### config.mk
export PLATFORM = sky130hd
export DESIGN_NAME = counter_button_ctrl
export DESIGN_NICKNAME = d
export VERILOG_FILES = /design/src/rtl/counter_ctrl_pkg.sv /design/src/rtl/btn_conditioner.sv /design/src/rtl/counter_button_ctrl.sv
export SDC_FILE = /design/constraint.sdc
export NUM_CORES = 1
export LEC_CHECK = 0
export BUFFER_PORTS_ARGS = -buffer_cell sky130_fd_sc_hd__buf_2
export CORE_ASPECT_RATIO = 1.75
export CORE_MARGIN = 4
export CORE_UTILIZATION = 60
export DETAILED_ROUTE_END_ITERATION = 12
export PLACE_DENSITY = 0.77
export SETUP_SLACK_MARGIN = 0.3
export SLEW_MARGIN = 20
export SYNTH_ARGS = -nofsm -noshare
export SYNTH_HDL_FRONTEND = slang
export SYNTH_HIERARCHICAL = 1
export SYNTH_SLANG_ARGS = --single-unit
### constraint.sdc
create_clock -name clk -period 2.9 [get_ports clk]
set_clock_uncertainty 0.1 [all_clocks]
set_input_delay 0.29 -clock clk [delete_from_list [all_inputs] [get_ports clk]]
set_output_delay 0.29 -clock clk [all_outputs]
set_load 0.005 [all_outputs]
### src/rtl/counter_ctrl_pkg.sv
// Shared types, constants and helpers for the counter button control stage.
package counter_ctrl_pkg;

  // Repeat FSM state encoding for the up/down buttons.
  typedef logic [1:0] rpt_state_t;
  localparam rpt_state_t RptIdle   = 2'd0;
  localparam rpt_state_t RptDelay  = 2'd1;
  localparam rpt_state_t RptRepeat = 2'd2;

  // Winning request after arbitration; load beats up beats down.
  typedef logic [1:0] req_sel_t;
  localparam req_sel_t ReqNone = 2'd0;
  localparam req_sel_t ReqLoad = 2'd1;
  localparam req_sel_t ReqUp   = 2'd2;
  localparam req_sel_t ReqDown = 2'd3;

  // Bits needed to hold any value in [0, max_val]; never less than one.
  function automatic int unsigned cnt_width(input int unsigned max_val);
    int unsigned w;
    if (max_val < 2) begin
      w = 1;
    end else begin
      w = int'($clog2(max_val + 1));
    end
    return w;
  endfunction

  // Fixed-priority pick; lower-priority requests in the same cycle are dropped.
  function automatic req_sel_t arbitrate(input logic load_req, input logic up_req,
                                         input logic down_req);
    req_sel_t sel;
    if (load_req) begin
      sel = ReqLoad;
    end else if (up_req) begin
      sel = ReqUp;
    end else if (down_req) begin
      sel = ReqDown;
    end else begin
      sel = ReqNone;
    end
    return sel;
  endfunction

endpackage

### src/rtl/btn_conditioner.sv
// One raw push-button in, one single-cycle request out.
// Two-flop synchronizer, saturating debounce counter, rising-edge detect and an
// optional hold-to-repeat FSM.
module btn_conditioner
  import counter_ctrl_pkg::*;
#(
  parameter int unsigned DEBOUNCE_CYCLES = 500000,
  parameter int unsigned REPEAT_DELAY    = 25000000,
  parameter int unsigned REPEAT_PERIOD   = 10000000,
  parameter bit          REPEAT_EN       = 1'b1
) (
  input  logic clk,
  input  logic reset,
  input  logic btn_i,
  output logic req_o
);

  localparam int unsigned DbW   = cnt_width(DEBOUNCE_CYCLES);
  localparam int unsigned RpMax = (REPEAT_DELAY > REPEAT_PERIOD) ? REPEAT_DELAY : REPEAT_PERIOD;
  localparam int unsigned RpW   = cnt_width(RpMax);

  localparam logic [DbW-1:0] DbLimit    = DbW'(DEBOUNCE_CYCLES);
  localparam logic [RpW-1:0] DelayLast  = RpW'(REPEAT_DELAY - 1);
  localparam logic [RpW-1:0] PeriodLast = RpW'(REPEAT_PERIOD - 1);

  logic           sync1_q, sync2_q;
  logic           level_q, level_d;
  logic           prev_q;
  logic [DbW-1:0] db_cnt_q, db_cnt_d;
  rpt_state_t     state_q, state_d;
  logic [RpW-1:0] rp_cnt_q, rp_cnt_d;
  logic           rise;
  logic           rpt_req;

  // Two-flop synchronizer for the raw button.
  always_ff @(posedge clk or posedge reset) begin
    if (reset) begin
      sync1_q <= 1'b0;
      sync2_q <= 1'b0;
    end else begin
      sync1_q <= btn_i;
      sync2_q <= sync1_q;
    end
  end

  // Debounce: the level flips only once the counter has already reached the limit,
  // so a change needs DEBOUNCE_CYCLES differing samples plus the flip cycle.
  always_comb begin
    level_d  = level_q;
    db_cnt_d = '0;
    if (sync2_q != level_q) begin
      if (db_cnt_q >= DbLimit) begin
        level_d  = ~level_q;
        db_cnt_d = '0;
      end else begin
        db_cnt_d = db_cnt_q + DbW'(1);
      end
    end
  end

  // Debounced level, its one-cycle delayed copy and the debounce counter.
  always_ff @(posedge clk or posedge reset) begin
    if (reset) begin
      level_q  <= 1'b0;
      prev_q   <= 1'b0;
      db_cnt_q <= '0;
    end else begin
      level_q  <= level_d;
      prev_q   <= level_q;
      db_cnt_q <= db_cnt_d;
    end
  end

  assign rise = level_q & ~prev_q;

  // Repeat FSM: release is checked before the count so a release never fires a pulse.
  always_comb begin
    state_d  = state_q;
    rp_cnt_d = rp_cnt_q;
    rpt_req  = 1'b0;
    case (state_q)
      RptIdle: begin
        rp_cnt_d = '0;
        if (rise && REPEAT_EN) begin
          state_d = RptDelay;
        end
      end
      RptDelay: begin
        if (!level_q) begin
          state_d  = RptIdle;
          rp_cnt_d = '0;
        end else if (rp_cnt_q >= DelayLast) begin
          rpt_req  = 1'b1;
          state_d  = RptRepeat;
          rp_cnt_d = '0;
        end else begin
          rp_cnt_d = rp_cnt_q + RpW'(1);
        end
      end
      RptRepeat: begin
        if (!level_q) begin
          state_d  = RptIdle;
          rp_cnt_d = '0;
        end else if (rp_cnt_q >= PeriodLast) begin
          rpt_req  = 1'b1;
          rp_cnt_d = '0;
        end else begin
          rp_cnt_d = rp_cnt_q + RpW'(1);
        end
      end
      default: begin
        state_d  = RptIdle;
        rp_cnt_d = '0;
      end
    endcase
  end

  // Repeat FSM state and its delay/period counter.
  always_ff @(posedge clk or posedge reset) begin
    if (reset) begin
      state_q  <= RptIdle;
      rp_cnt_q <= '0;
    end else begin
      state_q  <= state_d;
      rp_cnt_q <= rp_cnt_d;
    end
  end

  assign req_o = rise | rpt_req;

endmodule

### src/rtl/counter_button_ctrl.sv
// Control stage in front of the up/down/load counter: conditions the three buttons,
// synchronizes the switch bank, arbitrates requests and registers the strobes.
module counter_button_ctrl
  import counter_ctrl_pkg::*;
#(
  parameter int unsigned N               = 4,
  parameter int unsigned DEBOUNCE_CYCLES = 500000,
  parameter int unsigned REPEAT_DELAY    = 25000000,
  parameter int unsigned REPEAT_PERIOD   = 10000000
) (
  input  logic         clk,
  input  logic         reset,
  input  logic         btn_up,
  input  logic         btn_down,
  input  logic         btn_load,
  input  logic [N-1:0] sw_d,
  output logic         enable,
  output logic         up,
  output logic         load,
  output logic [N-1:0] d
);

  logic [N-1:0] sw_sync1_q, sw_sync2_q;
  logic         up_req, down_req, load_req;
  req_sel_t     req_sel;
  logic         enable_q, enable_d;
  logic         up_q, up_d;
  logic         load_q, load_d;
  logic [N-1:0] d_q, d_d;

  // Two-flop synchronizer for the switch bank.
  always_ff @(posedge clk or posedge reset) begin
    if (reset) begin
      sw_sync1_q <= '0;
      sw_sync2_q <= '0;
    end else begin
      sw_sync1_q <= sw_d;
      sw_sync2_q <= sw_sync1_q;
    end
  end

  btn_conditioner #(
    .DEBOUNCE_CYCLES (DEBOUNCE_CYCLES),
    .REPEAT_DELAY    (REPEAT_DELAY),
    .REPEAT_PERIOD   (REPEAT_PERIOD),
    .REPEAT_EN       (1'b1)
  ) u_cond_up (
    .clk   (clk),
    .reset (reset),
    .btn_i (btn_up),
    .req_o (up_req)
  );

  btn_conditioner #(
    .DEBOUNCE_CYCLES (DEBOUNCE_CYCLES),
    .REPEAT_DELAY    (REPEAT_DELAY),
    .REPEAT_PERIOD   (REPEAT_PERIOD),
    .REPEAT_EN       (1'b1)
  ) u_cond_down (
    .clk   (clk),
    .reset (reset),
    .btn_i (btn_down),
    .req_o (down_req)
  );

  btn_conditioner #(
    .DEBOUNCE_CYCLES (DEBOUNCE_CYCLES),
    .REPEAT_DELAY    (REPEAT_DELAY),
    .REPEAT_PERIOD   (REPEAT_PERIOD),
    .REPEAT_EN       (1'b0)
  ) u_cond_load (
    .clk   (clk),
    .reset (reset),
    .btn_i (btn_load),
    .req_o (load_req)
  );

  assign req_sel = arbitrate(load_req, up_req, down_req);

  // Next output values: strobes default low, direction and load value hold.
  always_comb begin
    enable_d = 1'b0;
    load_d   = 1'b0;
    up_d     = up_q;
    d_d      = d_q;
    case (req_sel)
      ReqLoad: begin
        enable_d = 1'b1;
        load_d   = 1'b1;
        d_d      = sw_sync2_q;
      end
      ReqUp: begin
        enable_d = 1'b1;
        up_d     = 1'b1;
      end
      ReqDown: begin
        enable_d = 1'b1;
        up_d     = 1'b0;
      end
      default: ;
    endcase
  end

  // Output registers driving the counter directly.
  always_ff @(posedge clk or posedge reset) begin
    if (reset) begin
      enable_q <= 1'b0;
      up_q     <= 1'b1;
      load_q   <= 1'b0;
      d_q      <= '0;
    end else begin
      enable_q <= enable_d;
      up_q     <= up_d;
      load_q   <= load_d;
      d_q      <= d_d;
    end
  end

  assign enable = enable_q;
  assign up     = up_q;
  assign load   = load_q;
  assign d      = d_q;

endmodule

Word-level counts from Yosys, hierarchy flattened --
Cells that the tools add are included. Widths: inputs -> output; s select.
Storage, ports and cells: flip-flop bits (word level) 165, bits of input ports 9, output and inout port bits 7, logic and storage cells 142
Operators by class: $add $sub $neg 6, $lt $le $gt $ge 9, equal/unequal tests 20, mux-type cells 56, bitwise logic cells 13, reductions and logical operators 11
Operator list (number):
- $mux 25 | 12
- $pmux 25 s2 | 3
- $mux 19 | 6
- $add 25x1->25 const B | 3
- $ge 25x24->1 const B | 3
- $ge 25x25->1 const B | 3
- $add 19x1->19 const B | 3
- $ge 19x19->1 const B | 3
- $mux 2 | 14
- $pmux 2 s3 | 3
- $mux 1 | 14
- $eq 2x2->1 const B | 5
- $ne 3x3->1 const B | 3
- $reduce_and 3->1 | 3
- $eq 2x1->1 const B | 4
- $pmux 1 s2 | 4
- $not 1->1 | 7
- $logic_not 2->1 | 3
- $ne 2x2->1 const B | 3
- $reduce_and 2->1 | 3
- $ne 2x1->1 const B | 2
- $and 1x1->1 | 3
- $ne 1x1->1 | 3
- $or 1x1->1 | 3
- 2 further kinds | 2

Longest topological paths before layout --
Gate-level depths: netlist of run 1.
word-level depth 11, depth in mapped cells 8, gate-level depth less buffers 8

Cells and area by module --
Netlist of run 1, hierarchy kept.
Modules (own cells, without submodules):
- btn_conditioner (u_cond_down) | times used 1, cells an instance 285, area each 2895.3 µm², seq. area each 1251.2 µm²
- btn_conditioner (u_cond_up) | times used 1, cells an instance 272, area each 2812.7 µm², seq. area each 1251.2 µm²
- btn_conditioner (u_cond_load) | times used 1, cells an instance 104, area each 1131.1 µm², seq. area each 575.6 µm²
- counter_button_ctrl | times used 1, cells an instance 26, area each 465.4 µm², seq. area each 376.6 µm²

Least setup slack after synthesis of run 1 --
No wires, ideal clock.
path kind register to register, start point reg u_cond_up.rp_cnt_q[0], end point reg enable_q (netlist: enable), setup time 0.131 ns, arrival time 2.058 ns, required time 2.669 ns, path slack 0.611 ns, stages on the path, launching flop included 8, path buffers 0, period minus slack after synthesis 2.289 ns, cells stage by stage dfrtp_1 -> ha_1 -> a21o_2 -> a2111o_1 -> and4_1 -> o41ai_1 -> a21oi_1 -> or3_1
Between the ends: cells in the longest elaborated chain, start to end 10, elaborated cells on any way between the ends 15, classes of those cells order compare (2); eq/ne (3); mux (8); bitwise (1); reduce/logical (1)
Ends and longest elaborated chain:
- start: declaration | RTL line btn_conditioner.sv:31 | logic [RpW-1:0] rp_cnt_q, rp_cnt_d;
- start signal: assignment | RTL line btn_conditioner.sv:125 | rp_cnt_q <= rp_cnt_d;
- $ge 25x24->1 / $ge 25x25->1 (equally long branches) | RTL line btn_conditioner.sv:104, btn_conditioner.sv:92
- $mux 1 (on tied branches) | RTL line btn_conditioner.sv:104, btn_conditioner.sv:92
- $mux 1 (on tied branches) | RTL line btn_conditioner.sv:101, btn_conditioner.sv:89
- $pmux 1 s2 (*) | RTL line btn_conditioner.sv:81 | case (state_q)
- $or 1x1->1 (*) | RTL line btn_conditioner.sv:129 | assign req_o = rise | rpt_req;
- net up_req | RTL line counter_button_ctrl.sv:24 | logic up_req, down_req, load_req;
- $mux 2 (*) | RTL line counter_ctrl_pkg.sv:34 | end else if (up_req) begin
- $mux 2 (*) | RTL line counter_ctrl_pkg.sv:32 | if (load_req) begin
- $eq 2x1->1 / $eq 2x2->1 (equally long branches) | RTL line counter_button_ctrl.sv:86 | case (req_sel)
- $reduce_or 3->1 (no source line) (*)
- $mux 1 (*) | RTL line counter_button_ctrl.sv:86
- net enable_d | RTL line counter_button_ctrl.sv:26 | logic enable_q, enable_d;
- end signal: assignment | RTL line counter_button_ctrl.sv:112 | enable_q <= enable_d;
- end: declaration | RTL line counter_button_ctrl.sv:26
The timed path passes the listed nets; every way through them passes the cells marked *. A chain may end at the register's enable or synchronous reset.

Worst setup path after layout of run 1 --
Ends and elaborated chain as after synthesis.

==> impl_metrics.yaml, run 1 <==
outcome:
  run_status: "finished clean"
place:
  dpl_cell_area_mm2: 0.00744
  pre_cts_ws_ps: 461
  place_congestion: 0.937
  portBuffers: 15
  placed_cells: 847
  dp_hpwl_um: 9950
route:
  drt-initial-drc-count: 335
  vias: 5195
  post_drt_wl_per_cell_um: 16.5
  dr.pass1.iters: 5
  drc: 0
  wirelength_um: 14600
  viasPerCell: 5.86
  detail-route-antenna-nets: 0
min_path:
  hp-start: "sw_sync1_q[3]"
  whs_path_depth: 0
  hold_path_class: "reg -> reg"
  hold_end: "sw_sync2_q[3]"
logic_synthesis:
  synth_seq_area_share: 0.473
  yosys.area.top_type: "dfrtp_1"
  synth_edf_count: 0
  synthXorXnorAreaFrac: 0.115
  async_flop_share: 1.00
  synthMuxAreaShare: 0.0137
  ys_top_cells_by_area: "dfrtp_1 (47%), xnor2_1 (7.7%), nor2_1 (4.3%), xor2_1 (3.8%), a211oi_2 (3.4%)"
  ys_warn_count: 6
  synth_area_mm2: 0.00730
  synth_top_family_by_area: "simple AND/OR/NAND/NOR gates"
  yosys.area_share.simple: 0.234
  ys_types: 78
  synth_cells: 687
  syn-num-nets: 710
  yosys-top-cells-count: "dfrtp_1 (137), nor2_1 (84), xnor2_1 (64), nand2_1 (41), inv_1 (33)"
  ys_ff_latch: 138
  yosysTopAreaCellShare: 0.469
  yosysMostFrequentCell: "dfrtp_1"
  syn_area_per_cell_um2: 10.6
  synth_compound_area_frac: 0.0942
  synth_flop_cell: "dfrtp_1"
  synth_fa_ha_area_frac: 0.0240
timing:
  tightest_slew_ps: 893
  finalCritPeriodShare: 0.851
  finalSetupViolations: 0
  maxSlewViolCount: 0
  hold_viol_final: 0
  max_freq_mhz: 405
  timing.final.ws_setup_ps: 432
  hold_slack_ps: 250
  finalSetupTns_ps: 0
  rsz0062_at_grt: "false"
  timing.final.crit_period_ps: 2470
  slew_headroom: 0.404
finish:
  syn2layout_area_growth_pct: 11.1
  fin_area_mm2: 0.00812
  diodes: 0
  nets: 732
  fill_cells: 907
  final_util: 0.676
  fin_cells: 887
  drive_gt1_frac: 0.181
floorplanning:
  die_h_um: 154
  row_count: 53
  die_w_um: 91.4
  initial_core_util: 0.609
  die_area_mm2: 0.0141
  io_pins: 16
  core_mm2: 0.0120
setup_path:
  cp_data_arrival_time_ps: 2650
  cp.required_ps: 3090
  end_kind: "register"
  critPathLaunchType: "register"
  ff2ff_path_depth: 7
  path_class: "reg -> reg"
  r2r-end: "enable"
  r2r-start: "u_cond_up/rp_cnt_q[0]"
  cp_max_fo: 6
  rrSetupSlack_ps: 430
clock_tree:
  cts_setup_buffers: 0
  cts-root-buf: "clkbuf_16"
  clock_sinks: 138
  cts_tree: "done"
  clock_latency_ps: 410
  clk_pin_slew_ps: 60
  htree_levels: 4
  cts_inserted_buffers: 17
  cts_buffer_depth: 2
flow_run:
  drv_cap: 0
global_route:
  track_usage: 0.220
  grt_pass1_vias: 5587
  grt_max_degree: 51
  grt_pass1_wl_um: 25200
  grt_overflow: 0
  antenna_found_initial: 0
pwr:
  total_power_mw: 4.18
  p_switching_uw: 912
  power_switching_share: 0.218
  leakagePower_nw: 3.26
  powerDensity_mw_per_mm2: 515
  power.internal_mw: 3.27
  pwr-share-comb: 0.021
  ir_worst_vdd_v: 0.000596
  clkPwrFrac: 0.510
  power_frac_seq: 0.469
-- cells by family (layout without fill, tap and decap cells) --
family,after synthesis,in the layout
AOI/OAI and AO/OA,73,73
xor gates and xnor gates,96,96
adders and majority gates,14,14
buffers and inverters,60,95
DFF,138,138
muxes,9,9
and+or+nand+nor,297,297
-- placed cells by master (no fill, tap or decap), types with 7 or more instances in the layout --
| master | count |
|---|---|
| dfrtp_1 | 137 |
| nor2_1 | 84 |
| xnor2_1 | 64 |
| nand2_1 | 41 |
| xor2_1 | 32 |
| inv_1 | 31 |
| nand3_1 | 30 |
| nor3_1 | 29 |
| a211oi_2 | 20 |
| nor3_2 | 20 |
| nand4_1 | 19 |
| clkbuf_16 | 17 |
| buf_2 | 15 |
| ha_1 | 14 |
| nor4_1 | 12 |
| and4_1 | 10 |
| and3_1 | 9 |
| dlygate4sd3_1 | 8 |
| mux2_2 | 7 |
-- worst max-delay path, stage by stage (launching register included) --
cell and delay, ps:
dfrtp_1 420, ha_1 300, a21o_2 220, a2111o_1 380
and4_1 240, o41ai_1 240, a21oi_1 90, or3_1 340
-- final cells by class --
| type | instances | area [um^2] | area share |
|---|---|---|---|
| tap | 165 | 206 | 0.0254 |
| clock inverter | 12 | 141 | 0.0174 |
| multi-input combinational | 489 | 3520 | 0.434 |
| inverter | 33 | 126 | 0.0156 |
| timing repair buffer | 30 | 220 | 0.0271 |
| sequential | 138 | 3450 | 0.426 |
| clock buffer | 20 | 447 | 0.0550 |
-- power by group through the flow --
stage,registers [mW],clock network (mW),logic (mW)
3_5_place_dp,2.00,0,0.0827
2_1_floorplan,1.99,0,0.0595
6_report,1.96,2.13,0.0881
4_1_cts,1.96,2.18,0.0918
5_1_grt,1.96,2.28,0.103
3_3_place_gp,2.00,0,0.0779
-- how the worst max path moves through the flow --
stage,from,endpoint,slack [ps],cells past startpoint
after global routing,u_cond_up/rp_cnt_q[0],enable,300,7
after floorplan,u_cond_up/rp_cnt_q[0],enable,610,7
after CTS,u_cond_down/rp_cnt_q[6],u_cond_down/rp_cnt_q[9],430,6
after global placement,u_cond_up/rp_cnt_q[0],enable,470,7
final,u_cond_up/rp_cnt_q[0],enable,430,7
after detailed placement,u_cond_down/rp_cnt_q[6],u_cond_down/rp_cnt_q[4],460,6
-- state kept, by name (all words and copies together), names as in the netlist, 2 cells and up --
signal / cells
u_cond_down/rp_cnt_q: 25
u_cond_up/rp_cnt_q: 25
u_cond_down/db_cnt_q: 19
u_cond_load/db_cnt_q: 19
u_cond_up/db_cnt_q: 19
d: 4
sw_sync1_q: 4
sw_sync2_q: 4
u_cond_down/state_q: 2
u_cond_up/state_q: 2
-- per-layer routing --
metal | GRT usage | vias to the layer above | routed length (um)
li1 | - | 2458 | -
met1 | 0.237 | 2604 | 5660
met2 | 0.402 | 101 | 8180
met3 | 0.0504 | 32 | 391
met4 | 0.102 | 0 | 360
met5 | 0 | - | 0
-- repair_timing --
item                                    in CTS  in global routing
gates resized for setup                      0                  1
hold endpoints to repair                    21                  0
hold buffers                                 8                  0
endpoints found under the setup margin       0                  1
Power figures use the tool's default switching activity.
==> run 2, diff against run 1 <==
- CORE_MARGIN: 4 -> default
==> run 2 against run 1 <==
Compared with the run above: worst hold slack improved by 2.0 ps; first-iteration DRC count fell by 29%; fmax increased by 0.86%; global-route usage grew 2.5 points; sequential power hardly changed; critical path depth did not move; routed wire length down 1.6%; design area shrank 0.48%; utilization up 0.051 points; clock power barely moved; total power is 0.25% lower; count of clock-buffer cells in the layout up 1; critical path type unchanged; largest power group unchanged.
==> impl_metrics.yaml, run 2 (same netlist as run 1, synthesis figures left out) <==
clock_tree:
  clock_sinks: 138
  cts_setup_buffers: 0
  clk_pin_slew_ps: 50
  cts_tree: "done"
  cts-root-buf: "clkbuf_16"
  htree_levels: 4
  clock_latency_ps: 410
  cts_inserted_buffers: 17
  cts_buffer_depth: 2
timing:
  finalSetupViolations: 0
  maxSlewViolCount: 0
  timing.final.crit_period_ps: 2450
  tightest_slew_ps: 868
  slew_headroom: 0.421
  rsz0062_at_grt: "false"
  finalSetupTns_ps: 0
  finalCritPeriodShare: 0.844
  max_freq_mhz: 409
  hold_viol_final: 0
floorplanning:
  die_w_um: 85.4
  row_count: 53
  core_mm2: 0.0119
  die_area_mm2: 0.0126
  die_h_um: 148
  io_pins: 16
  initial_core_util: 0.612
setup_path:
  critPathLaunchType: "register"
  end_kind: "register"
  r2r-start: "u_cond_up/rp_cnt_q[0]"
  path_class: "reg -> reg"
  cp_data_arrival_time_ps: 2630
  cp.required_ps: 3090
  setup.worst_path.end: "enable"
  ff2ff_path_depth: 7
  rrSetupSlack_ps: 450
  cp_max_fo: 6
  crit_start: "u_cond_up/rp_cnt_q[0]"
  r2r-end: "enable"
finish:
  drive_gt1_frac: 0.184
  fill_cells: 874
  syn2layout_area_growth_pct: 10.6
  top_regs: "u_cond_down/rp_cnt_q: 25 flops, u_cond_up/rp_cnt_q: 25 flops"
  multi_input_area_mm2: 0.00353
  layout_commonest_cell: "dfrtp_1"
  diodes: 0
  seqCellArea_mm2: 0.00345
  nets: 732
  final_cell_mix: "dfrtp_1 (137), nor2_1 (84), xnor2_1 (64), nand2_1 (41), xor2_1 (32)"
  fin_cells: 859
route:
  vias: 5148
  detail-route-antenna-nets: 0
  viasPerCell: 5.99
  post_drt_wl_per_cell_um: 16.7
  drt-initial-drc-count: 238
  wirelength_um: 14400
  drc: 0
  dr.pass1.iters: 5
pwr:
  power_switching_share: 0.209
  power.internal_mw: 3.30
  p_switching_uw: 870
  ir_worst_vdd_v: 0.000465
  powerDensity_mw_per_mm2: 517
  pwr-share-comb: 0.022
  leakagePower_nw: 3.28
  power_frac_seq: 0.471
  clkPwrFrac: 0.508
outcome:
  run_status: "finished clean"
min_path:
  hold_path_class: "reg -> reg"
  hp-start: "u_cond_load/sync1_q"
global_route:
  antenna_found_initial: 0
  grt_pass1_vias: 5290
  grt_overflow: 0
  track_usage: 0.245
  grt_max_degree: 51
  grt_pass1_wl_um: 24500
place:
  place_congestion: 0.896
  dp_hpwl_um: 9730
  placed_cells: 819
  portBuffers: 15
flow_run:
  drv_cap: 0
run 2: cell count changes in the layout (fill, tap and decap cells not counted), sizes merged:
cell	previous run	this run
inv	34	32
clkinvlp	2	1
clkbuf	20	21
clkinv	7	9
run 2: repair_timing:
| item | 4_1_cts | 5_1_grt |
|---|---|---|
| hold endpoints to repair | 21 | 0 |
| resized for setup | 0 | 2 |
| endpoints found under the setup margin | 0 | 14 |
| hold buffers | 8 | 0 |
run 2: metrics by stage:
| stage | hold WS, ps | util | area (um^2) | setup WS [ps] | power (mW) |
|---|---|---|---|---|---|
| floorplan | 90.8 | - | 7300 | 611 | 2.05 |
| global placement | 234 | 0.619 | 7390 | 484 | 2.07 |
| detailed placement | 236 | 0.619 | 7390 | 419 | 2.08 |
| CTS | 254 | 0.675 | 8060 | 350 | 4.22 |
| global route | 264 | 0.677 | 8080 | 330 | 4.31 |
| finish | 252 | 0.677 | 8080 | 453 | 4.17 |
run 2: worst max-delay path: stages (launching register included):
cell	delay (ps)
dfrtp_1	410
ha_1	280
a21o_2	220
a2111o_1	380
and4_1	240
o41ai_1	260
a21oi_1	100
or3_1	350
run 2: power by group through the flow:
stage	registers [mW]	logic (mW)	clock network, mW
after floorplan	1.99	0.0595	0
final	1.96	0.0899	2.12
after global placement	2.00	0.0781	0
after global routing	1.97	0.104	2.24
after CTS	1.96	0.0936	2.16
after detailed placement	2.00	0.0829	0
run 2: routing by layer:
metal | share of wire | GRT usage | routed length (um) | vias up
li1 | - | - | - | 2461
met1 | 0.38 | 0.270 | 5520 | 2563
met2 | 0.57 | 0.444 | 8140 | 94
met3 | 0.024 | 0.0486 | 351 | 30
met4 | 0.025 | 0.119 | 357 | 0
met5 | 0 | 0 | 0 | -
run 2: how the worst min path moves through the flow:
stage / endpoint / depth (start not counted)
3_3_place_gp: sw_sync2_q[0] / 0
4_1_cts: u_cond_load/sync2_q / 0
5_1_grt: sw_sync2_q[3] / 0
2_1_floorplan: d[0] / 1
3_5_place_dp: sw_sync2_q[3] / 0
6_report: u_cond_load/sync2_q / 0
run 2: layout make-up:
| type | count | area share |
|---|---|---|
| tap | 137 | 0.0212 |
| clock inverter | 11 | 0.0147 |
| multi-input combinational | 489 | 0.437 |
| sequential | 138 | 0.428 |
| timing repair buffer | 30 | 0.0257 |
| clock buffer | 21 | 0.0582 |
| inverter | 33 | 0.0156 |
==> run 3, diff against run 2 <==
- ABC_AREA: default -> 1
- CORE_UTILIZATION: 60 -> 57
- PLACE_DENSITY: 0.77 -> 0.76
- clock period: 2.9 -> 2 ns (I/O delays scaled with it)
==> run 3 against run 2 <==
Compared with the run above: first-iteration DRC count increased by 120%; synthesized cell count rose by 44%; flip-flop and latch count did not move; critical path type unchanged.
==> impl_metrics.yaml, run 3 <==
setup_path:
  cp_data_arrival_time_ps: 2120
  critPathLaunchType: "register"
  cp.required_ps: 2250
  end_kind: "register"
  cp_max_fo: 4
  path_class: "reg -> reg"
logic_synthesis:
  synth_top_family_by_area: "simple AND/OR/NAND/NOR gates"
  yosys.area_share.simple: 0.352
  synthMuxAreaShare: 0
  ys_warn_count: 6
  synth_seq_area_share: 0.448
  yosysTopAreaCellShare: 0.445
  yosys-top-cells-count: "nand2_1 (234), nor2_1 (209), dfrtp_1 (137), inv_1 (95), nand3_1 (59)"
  synth_area_mm2: 0.00771
  synth_cells: 989
  syn_area_per_cell_um2: 7.80
  synth_compound_area_frac: 0.0279
  synthXorXnorAreaFrac: 0.0852
  syn-num-nets: 1012
  ys_types: 40
  synth_edf_count: 0
  ys_ff_latch: 138
  yosys.area.top_type: "dfrtp_1"
  async_flop_share: 1.00
  ys_top_cells_by_area: "dfrtp_1 (44%), nand2_1 (11%), nor2_1 (10%), xor2_1 (6.0%), inv_1 (4.6%)"
  synth_fa_ha_area_frac: 0.0227
  synth_flop_cell: "dfrtp_1"
  yosysMostFrequentCell: "nand2_1"
clock_tree:
  cts-root-buf: "clkbuf_16"
  clock_latency_ps: 420
  cts_tree: "done"
  clock_sinks: 138
  cts_inserted_buffers: 17
  cts_buffer_depth: 2
  htree_levels: 4
  clk_pin_slew_ps: 60
timing:
  maxSlewViolCount: 0
  timing.final.ws_setup_ps: 125
  max_freq_mhz: 533
  timing.final.crit_period_ps: 1870
  hold_viol_final: 0
  finalCritPeriodShare: 0.937
  slew_headroom: 0.637
  rsz0062_at_grt: "true"
  tightest_slew_ps: 544
  finalSetupViolations: 0
  finalSetupTns_ps: 0
route:
  detail-route-antenna-nets: 0
  drc: 0
  viasPerCell: 5.52
  dr.pass1.iters: 5
  post_drt_wl_per_cell_um: 16.2
  vias: 6999
  wirelength_um: 20500
  drt-initial-drc-count: 534
pwr:
  clkPwrFrac: 0.524
  power_frac_seq: 0.447
  powerDensity_mw_per_mm2: 640
  pwr-share-comb: 0.029
  p_switching_mw: 1.40
  power.internal_mw: 4.97
  ir_worst_vdd_v: 0.000555
  power_switching_share: 0.219
  leakagePower_nw: 4.26
place:
  portBuffers: 15
  pre_cts_ws_ps: 64.0
  dpl_cell_area_mm2: 0.00793
  placed_cells: 1165
  place_congestion: 0.897
  dp_hpwl_um: 11700
finish:
  final_util: 0.761
  drive_gt1_frac: 0.307
  top_regs: "u_cond_down/rp_cnt_q: 25 flops, u_cond_up/rp_cnt_q: 25 flops"
  final_cell_mix: "nand2_1 (208), nor2_1 (142), dfrtp_1 (112), inv_1 (86), nor2_2 (61)"
  syn2layout_area_growth_pct: 29.0
  diodes: 0
  nets: 1106
  layout_commonest_cell: "nand2_1"
  fin_area_mm2: 0.00995
  fin_cells: 1267
floorplanning:
  die_h_um: 156
  io_pins: 16
  row_count: 55
  core_mm2: 0.0131
  initial_core_util: 0.590
  die_area_mm2: 0.0140
  die_w_um: 89.9
global_route:
  grt_pass1_wl_um: 30700
  track_usage: 0.278
  antenna_found_initial: 0
  grt_max_degree: 51
  grt_overflow: 0
  grt_pass1_vias: 6862
min_path:
  hold_path_class: "in -> async"
flow_run:
  drv_cap: 0
outcome:
  run_status: "finished clean"
run 3: cell types whose count changed in the layout (fill, tap and decap cells not counted), sizes merged, moves of 12 or more:
cell,delta
o21ai,+12
nand2,+218
and4,-13
nor4,-14
a211oi,-26
xor2,+21
inv,+71
nor2,+152
buf,+54
xnor2,-42
nand3,+31
nor3,-26
run 3: power by group through the flow:
stage / clock, mW / sequential [mW] / combinational (mW)
3_3_place_gp: 0 / 2.89 / 0.141
6_report: 3.34 / 2.85 / 0.184
5_1_grt: 3.49 / 2.85 / 0.212
3_5_place_dp: 0 / 2.89 / 0.143
2_1_floorplan: 0 / 2.89 / 0.0984
4_1_cts: 3.36 / 2.84 / 0.166
run 3: layer usage:
layer	global-route usage	up-vias	share of wire
li1	-	3282	-
met1	0.276	3356	0.36
met2	0.534	256	0.55
met3	0.0482	105	0.042
met4	0.167	0	0.050
met5	0	-	0
run 3: path summary, 6_finish.rpt:
path	startpoint	endpoint	slack (ps)	cells past startpoint
worst min-delay path	reset	u_cond_down/db_cnt_q[13]	250	3
worst max-delay path	u_cond_down/rp_cnt_q[10]	up	130	13
min in group clk	u_cond_up/sync1_q	u_cond_up/sync2_q	250	0
worst max register to register	u_cond_down/rp_cnt_q[10]	up	130	13
worst min register to register	u_cond_up/sync1_q	u_cond_up/sync2_q	250	0
max in group asynchronous	reset	u_cond_down/rp_cnt_q[22]	940	4
run 3: critical path: stages, from the launching register on:
cell	delay [ps]
dfrtp_1	460
nand2_1	140
inv_2	110
nand2_1	60
nor2_1	180
nand2_2	90
nor2_2	100
nor2_2	60
nand3_2	70
nand2_1	80
o21ai_2	190
nand2_2	60
nand2_1	50
nand2_1	50
run 3: logic make-up after synthesis:
kind of cell             Yosys count
XOR/XNOR                          75
flip-flops                       138
buffers and inverters            115
adder cells (fa/ha/maj)           14
AO/OA/AOI/OAI                     36
AND/OR/NAND/NOR                  611
run 3: layout make-up:
| class | count | area [um^2] |
|---|---|---|
| repair buffers | 84 | 653 |
| flip-flops and latches | 138 | 3490 |
| inverters | 99 | 374 |
| fillers | 865 | 3130 |
| multi-input cells | 743 | 4590 |
| clock buffers | 21 | 470 |
| clock inverters | 11 | 158 |
| well taps | 171 | 214 |
run 3: repair_timing:
| item | CTS | global route |
|---|---|---|
| endpoints found under the hold margin | 111 | 0 |
| setup endpoints to repair | 78 | 85 |
| hold buffers | 8 | 0 |
| resized for setup | 81 | 144 |
| pin swaps | 27 | 44 |
| cloned | 5 | 2 |
| setup buffers | 23 | 32 |
run 3: metrics by stage:
stage / total power [mW] / hold slack [ps]
floorplan: 2.99 / 0.764
global placement: 3.03 / 146
detailed placement: 3.04 / 151
CTS: 6.37 / 251
global route: 6.55 / 262
finish: 6.37 / 249
